[config.mk]
export PLATFORM = sky130hd
export DESIGN_NAME = writeback_stage_flat
export DESIGN_NICKNAME = d
export VERILOG_FILES = /design/src/rtl/wb_pkg.sv /design/src/rtl/writeback_stage_if.sv /design/src/rtl/load_extract.sv /design/src/rtl/writeback_stage.sv /design/src/flat_wrapper.sv
export SDC_FILE = /design/constraint.sdc
export NUM_CORES = 1
export LEC_CHECK = 0
export CORE_MARGIN = 8
export CORE_UTILIZATION = 45
export DETAILED_ROUTE_END_ITERATION = 8
export GPL_TIMING_DRIVEN = 0
export HOLD_SLACK_MARGIN = 0.06
export PLACE_DENSITY = 0.93
export SLEW_MARGIN = 0
export SYNTH_ARGS = -nofsm -noshare
export SYNTH_HDL_FRONTEND = slang
export SYNTH_SLANG_ARGS = --single-unit
[constraint.sdc]
create_clock -name clk -period 6.1 [get_ports clk]
set_input_delay 1.83 -clock clk [delete_from_list [all_inputs] [get_ports clk]]
set_output_delay 1.83 -clock clk [all_outputs]
set_load 0.05 [all_outputs]
[src/rtl/wb_pkg.sv]
// -----------------------------------------------------------------------------
// wb_pkg
// Shared definitions for the writeback stage (also imported by decode):
//   ld_op_e    - load type carried down the pipeline with each instruction
//   rd_state_e - state of the writeback read-data tracker
//   ext8/ext16 - sign/zero extension helpers used by load_extract
// -----------------------------------------------------------------------------
package wb_pkg;

    localparam int XLEN   = 32;
    localparam int REG_AW = 5;

    typedef enum logic [2:0] {
        LD_NONE = 3'd0,
        LD_LB   = 3'd1,
        LD_LBU  = 3'd2,
        LD_LH   = 3'd3,
        LD_LHU  = 3'd4,
        LD_LW   = 3'd5,
        LD_LWL  = 3'd6,
        LD_LWR  = 3'd7
    } ld_op_e;

    // EMPTY: no instruction. FRESH: first cycle in WB, SRAM data is live.
    // HELD: stalled past the first cycle, SRAM data comes from the buffer.
    typedef enum logic [1:0] {
        ST_EMPTY = 2'd0,
        ST_FRESH = 2'd1,
        ST_HELD  = 2'd2
    } rd_state_e;

    function automatic logic [31:0] ext8(input logic [7:0] b, input logic is_signed);
        return {{24{is_signed & b[7]}}, b};
    endfunction

    function automatic logic [31:0] ext16(input logic [15:0] h, input logic is_signed);
        return {{16{is_signed & h[15]}}, h};
    endfunction

endpackage

[src/rtl/writeback_stage_if.sv]
// -----------------------------------------------------------------------------
// writeback_stage_if
// MEM -> WB pipeline handshake and payload.
//   ms_valid       memory stage holds a valid instruction
//   ws_allowin     WB can accept an instruction this cycle
//   ms_pc          PC of the instruction
//   ms_alu_result  ALU result / load address
//   ms_rt_value    old rt content (LWL/LWR merge)
//   ms_dest        destination register
//   ms_rf_wen      instruction writes the register file
//   ms_load_op     load type
// Modports: master = memory stage, slave = writeback stage.
// -----------------------------------------------------------------------------
interface writeback_stage_if;
    import wb_pkg::*;

    logic        ms_valid;
    logic        ws_allowin;
    logic [31:0] ms_pc;
    logic [31:0] ms_alu_result;
    logic [31:0] ms_rt_value;
    logic [4:0]  ms_dest;
    logic        ms_rf_wen;
    ld_op_e      ms_load_op;

    modport master (
        output ms_valid, ms_pc, ms_alu_result, ms_rt_value, ms_dest, ms_rf_wen, ms_load_op,
        input  ws_allowin
    );

    modport slave (
        input  ms_valid, ms_pc, ms_alu_result, ms_rt_value, ms_dest, ms_rf_wen, ms_load_op,
        output ws_allowin
    );

endinterface

[src/rtl/load_extract.sv]
// -----------------------------------------------------------------------------
// load_extract
// Combinational load-data formatter (little-endian).
//   i_load_op    load type
//   i_off        byte offset (address bits [1:0])
//   i_alu_result result returned for non-load instructions
//   i_rdata      word read from memory
//   i_rt         old rt value, merged by LWL/LWR
//   o_wdata      register-file write data
// Build option: WB_UNALIGNED_LOAD_EN enables the LWL/LWR merge; without it
// both decode as a plain word load.
// -----------------------------------------------------------------------------
module load_extract
    import wb_pkg::*;
(
    input  ld_op_e      i_load_op,
    input  logic [1:0]  i_off,
    input  logic [31:0] i_alu_result,
    input  logic [31:0] i_rdata,
    input  logic [31:0] i_rt,
    output logic [31:0] o_wdata
);

    logic [7:0]  w_byte;
    logic [15:0] w_half;
    logic [31:0] w_lwl;
    logic [31:0] w_lwr;

    always_comb begin
        case (i_off)
            2'd0:    w_byte = i_rdata[7:0];
            2'd1:    w_byte = i_rdata[15:8];
            2'd2:    w_byte = i_rdata[23:16];
            default: w_byte = i_rdata[31:24];
        endcase
    end

    // off[0] is deliberately ignored: misalignment is trapped upstream.
    assign w_half = i_off[1] ? i_rdata[31:16] : i_rdata[15:0];

`ifdef WB_UNALIGNED_LOAD_EN
    always_comb begin
        case (i_off)
            2'd0:    w_lwl = {i_rdata[7:0],  i_rt[23:0]};
            2'd1:    w_lwl = {i_rdata[15:0], i_rt[15:0]};
            2'd2:    w_lwl = {i_rdata[23:0], i_rt[7:0]};
            default: w_lwl = i_rdata;
        endcase
    end

    always_comb begin
        case (i_off)
            2'd0:    w_lwr = i_rdata;
            2'd1:    w_lwr = {i_rt[31:24], i_rdata[31:8]};
            2'd2:    w_lwr = {i_rt[31:16], i_rdata[31:16]};
            default: w_lwr = {i_rt[31:8],  i_rdata[31:24]};
        endcase
    end
`else
    logic w_unused_rt;
    assign w_unused_rt = ^i_rt;
    assign w_lwl       = i_rdata;
    assign w_lwr       = i_rdata;
`endif

    always_comb begin
        o_wdata = i_alu_result;
        case (i_load_op)
            LD_LB:   o_wdata = ext8(w_byte, 1'b1);
            LD_LBU:  o_wdata = ext8(w_byte, 1'b0);
            LD_LH:   o_wdata = ext16(w_half, 1'b1);
            LD_LHU:  o_wdata = ext16(w_half, 1'b0);
            LD_LW:   o_wdata = i_rdata;
            LD_LWL:  o_wdata = w_lwl;
            LD_LWR:  o_wdata = w_lwr;
            default: o_wdata = i_alu_result;
        endcase
    end

endmodule

[src/rtl/writeback_stage.sv]
// -----------------------------------------------------------------------------
// writeback_stage
// Final pipeline stage: MEM/WB register, load-data formatting, register-file
// write port, WB forwarding bus and retired-instruction counter. SRAM read
// data arrives the cycle the instruction enters WB and is buffered so it
// survives a stall.
// Parameters: CNT_W (retire_count width), RESET_PC (debug_wb_pc when empty).
// Ports:
//   clk, reset          clock / asynchronous active-high reset
//   ms_bus (slave)      MEM -> WB handshake and payload
//   data_sram_rdata     SRAM read data for the instruction now in WB
//   ws_hold             external stall, freezes WB
//   rf_wen/waddr/wdata  register-file write port (one strobe per commit)
//   forward_wb_*        pending WB write (valid during stalls too)
//   debug_wb_pc         PC in WB, RESET_PC when empty
//   retire_count        committed-instruction counter (wraps)
// Build option: WB_UNALIGNED_LOAD_EN enables LWL/LWR merging in load_extract.
// -----------------------------------------------------------------------------
module writeback_stage
    import wb_pkg::*;
#(
    parameter int          CNT_W    = 32,
    parameter logic [31:0] RESET_PC = 32'hbfc00000
) (
    input  logic             clk,
    input  logic             reset,
    writeback_stage_if.slave ms_bus,
    input  logic [31:0]      data_sram_rdata,
    input  logic             ws_hold,
    output logic             rf_wen,
    output logic [4:0]       rf_waddr,
    output logic [31:0]      rf_wdata,
    output logic             forward_wb_wen,
    output logic [4:0]       forward_wb_regsrc,
    output logic [31:0]      forward_wb_wdata,
    output logic [31:0]      debug_wb_pc,
    output logic [CNT_W-1:0] retire_count
);

    rd_state_e        r_state;
    rd_state_e        w_state_next;
    logic [31:0]      r_pc;
    logic [31:0]      r_alu_result;
    logic [31:0]      r_rt_value;
    logic [4:0]       r_dest;
    logic             r_rf_wen;
    ld_op_e           r_load_op;
    logic [31:0]      r_rdata_buf;
    logic [CNT_W-1:0] r_retire_count;

    logic             w_ws_valid;
    logic             w_allowin;
    logic             w_accept;
    logic             w_commit;
    logic             w_wr_nz;
    logic [31:0]      w_src_rdata;
    logic [31:0]      w_ext_wdata;

    // The FSM is the valid bit: any non-EMPTY state holds an instruction.
    assign w_ws_valid        = (r_state != ST_EMPTY);
    assign w_allowin         = !w_ws_valid || !ws_hold;
    assign ms_bus.ws_allowin = w_allowin;
    assign w_accept          = ms_bus.ms_valid && w_allowin;
    assign w_commit          = w_ws_valid && !ws_hold;
    assign w_wr_nz           = w_ws_valid && r_rf_wen && (r_dest != 5'd0);

    // MEM/WB pipeline register
    always_ff @(posedge clk or posedge reset) begin
        if (reset) begin
            r_pc         <= 32'd0;
            r_alu_result <= 32'd0;
            r_rt_value   <= 32'd0;
            r_dest       <= 5'd0;
            r_rf_wen     <= 1'b0;
            r_load_op    <= LD_NONE;
        end else if (w_accept) begin
            r_pc         <= ms_bus.ms_pc;
            r_alu_result <= ms_bus.ms_alu_result;
            r_rt_value   <= ms_bus.ms_rt_value;
            r_dest       <= ms_bus.ms_dest;
            r_rf_wen     <= ms_bus.ms_rf_wen;
            r_load_op    <= ms_bus.ms_load_op;
        end
    end

    // Read-data tracker: state register
    always_ff @(posedge clk or posedge reset) begin
        if (reset) begin
            r_state <= ST_EMPTY;
        end else begin
            r_state <= w_state_next;
        end
    end

    // Read-data tracker: next state
    always_comb begin
        w_state_next = r_state;
        case (r_state)
            ST_EMPTY: begin
                if (w_accept) begin
                    w_state_next = ST_FRESH;
                end
            end
            ST_FRESH, ST_HELD: begin
                if (ws_hold) begin
                    w_state_next = ST_HELD;
                end else if (w_accept) begin
                    w_state_next = ST_FRESH;
                end else begin
                    w_state_next = ST_EMPTY;
                end
            end
            default: w_state_next = ST_EMPTY;
        endcase
    end

    // SRAM data is only valid in the FRESH cycle; capture it then so a stall
    // keeps seeing the original word even if the SRAM output moves on.
    always_ff @(posedge clk or posedge reset) begin
        if (reset) begin
            r_rdata_buf <= 32'd0;
        end else if (r_state == ST_FRESH) begin
            r_rdata_buf <= data_sram_rdata;
        end
    end

    assign w_src_rdata = (r_state == ST_HELD) ? r_rdata_buf : data_sram_rdata;

    always_ff @(posedge clk or posedge reset) begin
        if (reset) begin
            r_retire_count <= '0;
        end else if (w_commit) begin
            r_retire_count <= r_retire_count + CNT_W'(1);
        end
    end

    load_extract u_load_extract (
        .i_load_op    (r_load_op),
        .i_off        (r_alu_result[1:0]),
        .i_alu_result (r_alu_result),
        .i_rdata      (w_src_rdata),
        .i_rt         (r_rt_value),
        .o_wdata      (w_ext_wdata)
    );

    // Address/data are zeroed while empty so stale contents never leak out.
    assign rf_wen            = w_commit && w_wr_nz;
    assign rf_waddr          = w_ws_valid ? r_dest : 5'd0;
    assign rf_wdata          = w_ws_valid ? w_ext_wdata : 32'd0;
    assign forward_wb_wen    = w_wr_nz;
    assign forward_wb_regsrc = rf_waddr;
    assign forward_wb_wdata  = rf_wdata;
    assign debug_wb_pc       = w_ws_valid ? r_pc : RESET_PC;
    assign retire_count      = r_retire_count;

endmodule

[src/flat_wrapper.sv]
// flat-port wrapper written by rule: the top's interface ports become plain ports
module writeback_stage_flat import wb_pkg::*;
#(
    parameter int          CNT_W    = 32,
    parameter logic [31:0] RESET_PC = 32'hbfc00000
)
  (clk, reset, data_sram_rdata, ws_hold, rf_wen, rf_waddr, rf_wdata, forward_wb_wen, forward_wb_regsrc, forward_wb_wdata, debug_wb_pc, retire_count, ms_bus_ms_valid, ms_bus_ms_pc, ms_bus_ms_alu_result, ms_bus_ms_rt_value, ms_bus_ms_dest, ms_bus_ms_rf_wen, ms_bus_ms_load_op, ms_bus_ws_allowin);
  writeback_stage_if ms_bus_i ();
  input  logic clk;
  input  logic reset;
  input  logic [31:0] data_sram_rdata;
  input  logic ws_hold;
  output logic rf_wen;
  output logic [4:0] rf_waddr;
  output logic [31:0] rf_wdata;
  output logic forward_wb_wen;
  output logic [4:0] forward_wb_regsrc;
  output logic [31:0] forward_wb_wdata;
  output logic [31:0] debug_wb_pc;
  output logic [CNT_W-1:0] retire_count;
  input wire logic [$bits(ms_bus_i.ms_valid)-1:0] ms_bus_ms_valid;
  input wire logic [$bits(ms_bus_i.ms_pc)-1:0] ms_bus_ms_pc;
  input wire logic [$bits(ms_bus_i.ms_alu_result)-1:0] ms_bus_ms_alu_result;
  input wire logic [$bits(ms_bus_i.ms_rt_value)-1:0] ms_bus_ms_rt_value;
  input wire logic [$bits(ms_bus_i.ms_dest)-1:0] ms_bus_ms_dest;
  input wire logic [$bits(ms_bus_i.ms_rf_wen)-1:0] ms_bus_ms_rf_wen;
  input wire logic [$bits(ms_bus_i.ms_load_op)-1:0] ms_bus_ms_load_op;
  output wire logic [$bits(ms_bus_i.ws_allowin)-1:0] ms_bus_ws_allowin;
  assign ms_bus_i.ms_valid = ms_bus_ms_valid;
  assign ms_bus_i.ms_pc = ms_bus_ms_pc;
  assign ms_bus_i.ms_alu_result = ms_bus_ms_alu_result;
  assign ms_bus_i.ms_rt_value = ms_bus_ms_rt_value;
  assign ms_bus_i.ms_dest = ms_bus_ms_dest;
  assign ms_bus_i.ms_rf_wen = ms_bus_ms_rf_wen;
  assign ms_bus_i.ms_load_op = ms_bus_ms_load_op;
  assign ms_bus_ws_allowin = ms_bus_i.ws_allowin;
  writeback_stage #(.CNT_W(CNT_W), .RESET_PC(RESET_PC)) u_core (.clk(clk), .reset(reset), .ms_bus(ms_bus_i), .data_sram_rdata(data_sram_rdata), .ws_hold(ws_hold), .rf_wen(rf_wen), .rf_waddr(rf_waddr), .rf_wdata(rf_wdata), .forward_wb_wen(forward_wb_wen), .forward_wb_regsrc(forward_wb_regsrc), .forward_wb_wdata(forward_wb_wdata), .debug_wb_pc(debug_wb_pc), .retire_count(retire_count));
endmodule
; Yosys cells after proc, flatten, opt, wreduce, memory -nomap -nowiden
; Index checks and enable logic that the tools add are counted.
[classes]
add_sub_neg = 1
eq_ne = 12
mux = 11
reduce_logical = 14
[ops]
columns = cell, n
row1 = $pmux W32 S5, 1
row2 = $mux W32, 3
row3 = $add A32 B1 Y32 const B, 1
row4 = $pmux W8 S3, 1
row5 = $mux W16, 1
row6 = $eq A3 B3 Y1 const B, 4
row7 = $eq A3 B2 Y1 const B, 2
row8 = $logic_and A1 B1 Y1, 5
row9 = $mux W5, 1
row10 = $reduce_bool A5 Y1, 1
row11 = $eq A2 B1 Y1 const B, 2
row12 = $eq A2 B2 Y1 const B, 2
row13 = $logic_not A2 Y1, 2
row14 = $mux W2, 2
row15 = $pmux W2 S2, 1
row16 = $eq A3 B1 Y1 const B, 1
row17 = $reduce_or A3 Y1, 1
row18 = $logic_not A1 Y1, 2
row19 = $ne A2 B1 Y1 const B, 1
row20 = $reduce_bool A2 Y1, 1
row21 = $reduce_or A2 Y1, 1
row22 = $logic_or A1 B1 Y1, 1
row23 = $mux W1, 1
[totals]
register_bits = 139
out_inout_bits = 141

; Logic depth before layout (Yosys ltp)
[logic_depth]
ltp_word = 7
depth_mapped = 10
mapped_depth_nobuf = 6

; Hierarchy
; A second synthesis with hierarchy kept.
[unflattened]
hier_cells = 764
area_unflattened_um2 = 9102.5
[modules_own_cells]
columns = mod, instances, cells_per_inst, area_each_um2
row1 = writeback_stage, 1, 589, 7885.1
row2 = load_extract, 1, 175, 1217.4

; Least setup slack after synthesis
; Ideal clock, no wire load.
[synth_path]
path_kind = in2out
start = input port data_sram_rdata[31]
end = output port rf_wdata[21]
arrival_ns = 4.126
t_required_ns = 4.270
path_slack_ns = 0.144
path_stages = 6
path_cell_list = mux2_2 -> mux4_2 -> a211oi_4 -> buf_6 -> a211oi_1 -> buf_4
[synth_via]
elab_chain_len = 4
[synth_rtl]
columns = item, line_no
row1 = "start, declared", flat_wrapper.sv:11  ; input logic [31:0] data_sram_rdata;
row2 = $mux W32 (*), writeback_stage.sv:127  ; assign w_src_rdata = (r_state == ST_HELD) ? r_rdata_buf : data_sram_rdata;
row3 = $pmux W8 S3 / $mux W16 (equally long branches), "load_extract.sv:30, load_extract.sv:39"
row4 = $pmux W32 S5 (*), load_extract.sv:68  ; case (i_load_op)
row5 = $mux W32 (*), writeback_stage.sv:149  ; assign rf_wdata = w_ws_valid ? w_ext_wdata : 32'd0;
row6 = "end, declared", flat_wrapper.sv:15  ; output logic [31:0] rf_wdata;
; Mark *: on every way between the ends. The rest lies on a longest branch, timed or not.

; Worst setup path in the final report
[layout_path]
start = input port data_sram_rdata[15]
end = output port rf_wdata[10]
[layout_via]
elab_chain_len = 4
[layout_rtl]
columns = item, line_no
row1 = $mux W32, writeback_stage.sv:127
row2 = $pmux W8 S3, load_extract.sv:30  ; case (i_off)
row3 = $pmux W32 S5, load_extract.sv:68
row4 = $mux W32, writeback_stage.sv:149
; No other way between the ends.

==> impl_metrics.yaml <==
yosys:
  synth_top_area_frac: 0.4671
  synth_compound_area_frac: 0.06771
  synth_edf_count: 0
  synth_xor_area_frac: 0.03763
  yosys_warnings: 0
  yosysTopAreaCell: "dfrtp_1"
  ys_top_cells_by_count: "mux2_2, dfrtp_1, buf_4, nor2_1, nor2b_1"
  synthMuxAreaShare: 0.2396
  synth_most_common_cell: "mux2_2"
  syn_avg_cell_area_um2: 11.62
  syn_nets: 787
  synthFlopType: "dfrtp_1"
  netlist_area_um2: 7447
  synthArstFlopShare: 1.000
  synth_top_family_by_area: "multiplexers"
  synth_seq_cells: 139
  synth_cell_types: 46
  synth_simple_gate_area_frac: 0.1166
  netlist_top_cells_area: "dfrtp_1, mux2_2, buf_4"
  synthAdderAreaFrac: 0.008401
  netlist_instances: 641
  yosysSeqAreaShare: 0.4671
grt:
  antenna_found_initial: 4
  grt_usage: 0.2266
  grt_pass1_vias: 6516
  grt_overflow_total: 0
  grt_max_degree: 85
  grt_pass1_wl_mm: 35.74
worst_setup_path:
  crit_fanout: 8
  critical-path-slowest-cell: "mux4_2"
  rrSetupSlack_ns: 3.70
  crit_chain: "clkdlybuf4s50_1 -> mux2_2 -> mux4_2 -> a21oi_4 -> a211oi_2 -> buf_4 -> dlygate4sd2_1"
  arrival_ns: 4.22
  crit_path_end_kind: "output pin"
  worstPathRequired_ns: 4.27
  r2r_end: "u_core.r_pc[22]"
  cp-start-kind: "input port"
  r2r_cells: 6
  cpPeakStageDelay_ns: 0.57
  worstReg2RegStart: "u_core.r_state[0]"
  path_class: "in -> out"
sta:
  max_freq_mhz: 165.2
  setup_viol: 0
  hold_slack_ns: 0.4720
  min_period_ns: 6.053
  max_slew.worst_pin.slew_ns: 1.402
  hold_violations: 0
  relSlewSlack: 0.05837
  period_share: 0.9923
  final.setup_skew_ns: 0.003878
  layout_setup_ws_ns: 0.04683
  maxSlewViolCount: 0
hold_path:
  min_delay_worst_endpoint: "u_core.retire_count[31]"
  holdPathStages: 1
  min-delay-start: "u_core.retire_count[31]"
  worstHoldPathType: "reg -> reg"
floorplan:
  boundaryPins: 282
  start_util: 0.4539
  fp-row-count: 47
  core_um2: 16410
  die-area_um2: 20920
  die_y_um: 144.6
  dieWidth_um: 144.6
finish:
  fin_nets: 1059
  drive_gt1_frac: 0.3009
  final_util: 0.6582
  nFillCells: 1212
  design_area_um2: 10800
  syn2layout_area_growth_pct: 45.01
drt:
  drc: 0
  finalWirelength_mm: 23.65
  detail_route.wl_per_cell_um: 20.62
  firstDrtPassIters: 5
  postRouteAntennaNets: 0
  drt-initial-drc-count: 350
  vias_per_cell: 5.384
  vias: 6175
clock_network:
  cts_tree: "yes"
  cts_root_buf: "clkbuf_16"
  clk_pin_slew_ns: 0.06
  clk_path_buf_depth: 2
  cts_sinks: 139
  htree_levels: 4
  worstSkewPairLatency_ns: 0.41
  numCtsBuffers: 17
run_status:
  status: "finished clean"
flow_run:
  drv_cap: 0
place:
  place_congestion: 0.9488
  io_buffers: 249
  place.detailed.hpwl_mm: 18.01
  dpl_worst_slack_ns: -0.7457
  place_area_um2: 10250
pwr:
  cellLeakagePower_uw: 0.004547
  power_density_nw_per_um2: 603.5
  total_power_uw: 6517
  peakVddDrop_v: 0.0003901
per-stage QoR:
stage / setup TNS, ns / cells
floorplan: 0 / 641
global placement: -221.10 / 1110
detailed placement: -23.27 / 1111
CTS: 0 / 1143
global route: -0.01088 / 1144
finish: 0 / 1147
cell families (layout without fill, tap and decap cells):
family | after synthesis | count (layout)
adder cells (fa/ha/maj) | 5 | 5
AND/OR/NAND/NOR | 163 | 163
buffers and inverters | 83 | 366
flip-flops | 139 | 139
AO/OA/AOI/OAI | 65 | 65
XOR/XNOR | 32 | 32
other | 0 | 3
multiplexers | 154 | 154
per-layer routing:
layer	GRT usage	up-vias	share of wire
met5	0	-	0.0022
met1	0.2442	3047	0.37
met3	0.08584	49	0.10
met2	0.3885	278	0.50
met4	0.1024	8	0.026
li1	-	2793	-
worst max path at each step:
| stage | from | end |
|---|---|---|
| after CTS | data_sram_rdata[15] | forward_wb_wdata[22] |
| after global placement | reset | u_core.r_pc[5] |
| after floorplan | data_sram_rdata[31] | rf_wdata[21] |
| after detailed placement | data_sram_rdata[15] | rf_wdata[10] |
| final | data_sram_rdata[15] | rf_wdata[10] |
| after global routing | data_sram_rdata[15] | rf_wdata[10] |
power breakdown:
part | internal (uW) | switching, uW
logic | 1410 | 2570
clock network | 730 | 390
registers | 1220 | 190
total | 3370 | 3150
flip-flops by register name, indices dropped and copies added, names as in the netlist:
register	flops
u_core.r_alu_result	32
u_core.r_dest	5
u_core.r_load_op	3
u_core.r_pc	32
u_core.r_rdata_buf	32
u_core.r_rf_wen	1
u_core.r_state	2
u_core.retire_count	32
worst max-delay path, delay by kind of cell:
kind	cells	cell delay [ns]
muxes	2	0.87
AOI/OAI and AO/OA	2	0.48
buffers and inverters	3	1.04
cell type report:
class	instances	area, um^2	area share
tap	220	275.3	0.02549
clock inverter	12	196.4	0.01819
timing repair buffer	253	2392	0.2215
sequential	139	3478	0.3221
inverter	7	31.28	0.002897
multi-input combinational	419	3536	0.3274
antenna	3	7.507	0.0006952
clock buffer	18	439.2	0.04067
buffer	76	442.9	0.04101
layout by cell type (no fill, tap or decap), types with 6 or more instances in the layout:
master | synthesis | routed
dfrtp_1 | 139 | 139
clkbuf_16 | 0 | 17
buf_4 | 37 | 40
nor2_1 | 37 | 37
buf_2 | 3 | 13
nand4_1 | 13 | 13
clkbuf_1 | 29 | 29
nor3_1 | 6 | 6
a211oi_1 | 30 | 25
or2_2 | 9 | 9
a22oi_1 | 12 | 12
nand2_1 | 27 | 27
clkbuf_2 | 0 | 18
clkdlybuf4s50_1 | 0 | 194
mux2_2 | 144 | 144
dlygate4sd2_1 | 0 | 18
inv_1 | 7 | 6
xnor2_1 | 28 | 28
nor2b_1 | 31 | 31
nand3_1 | 12 | 12
repair_timing:
| action | in CTS | in global routing |
|---|---|---|
| setup endpoints to repair | 51 | 34 |
| gates resized for setup | 105 | 62 |
| pin swaps | 2 | 0 |
| gates cloned | 0 | 0 |
| hold buffers | 0 | 0 |
| buffers inserted | 2 | 1 |
(Power assumes the default switching activity.)
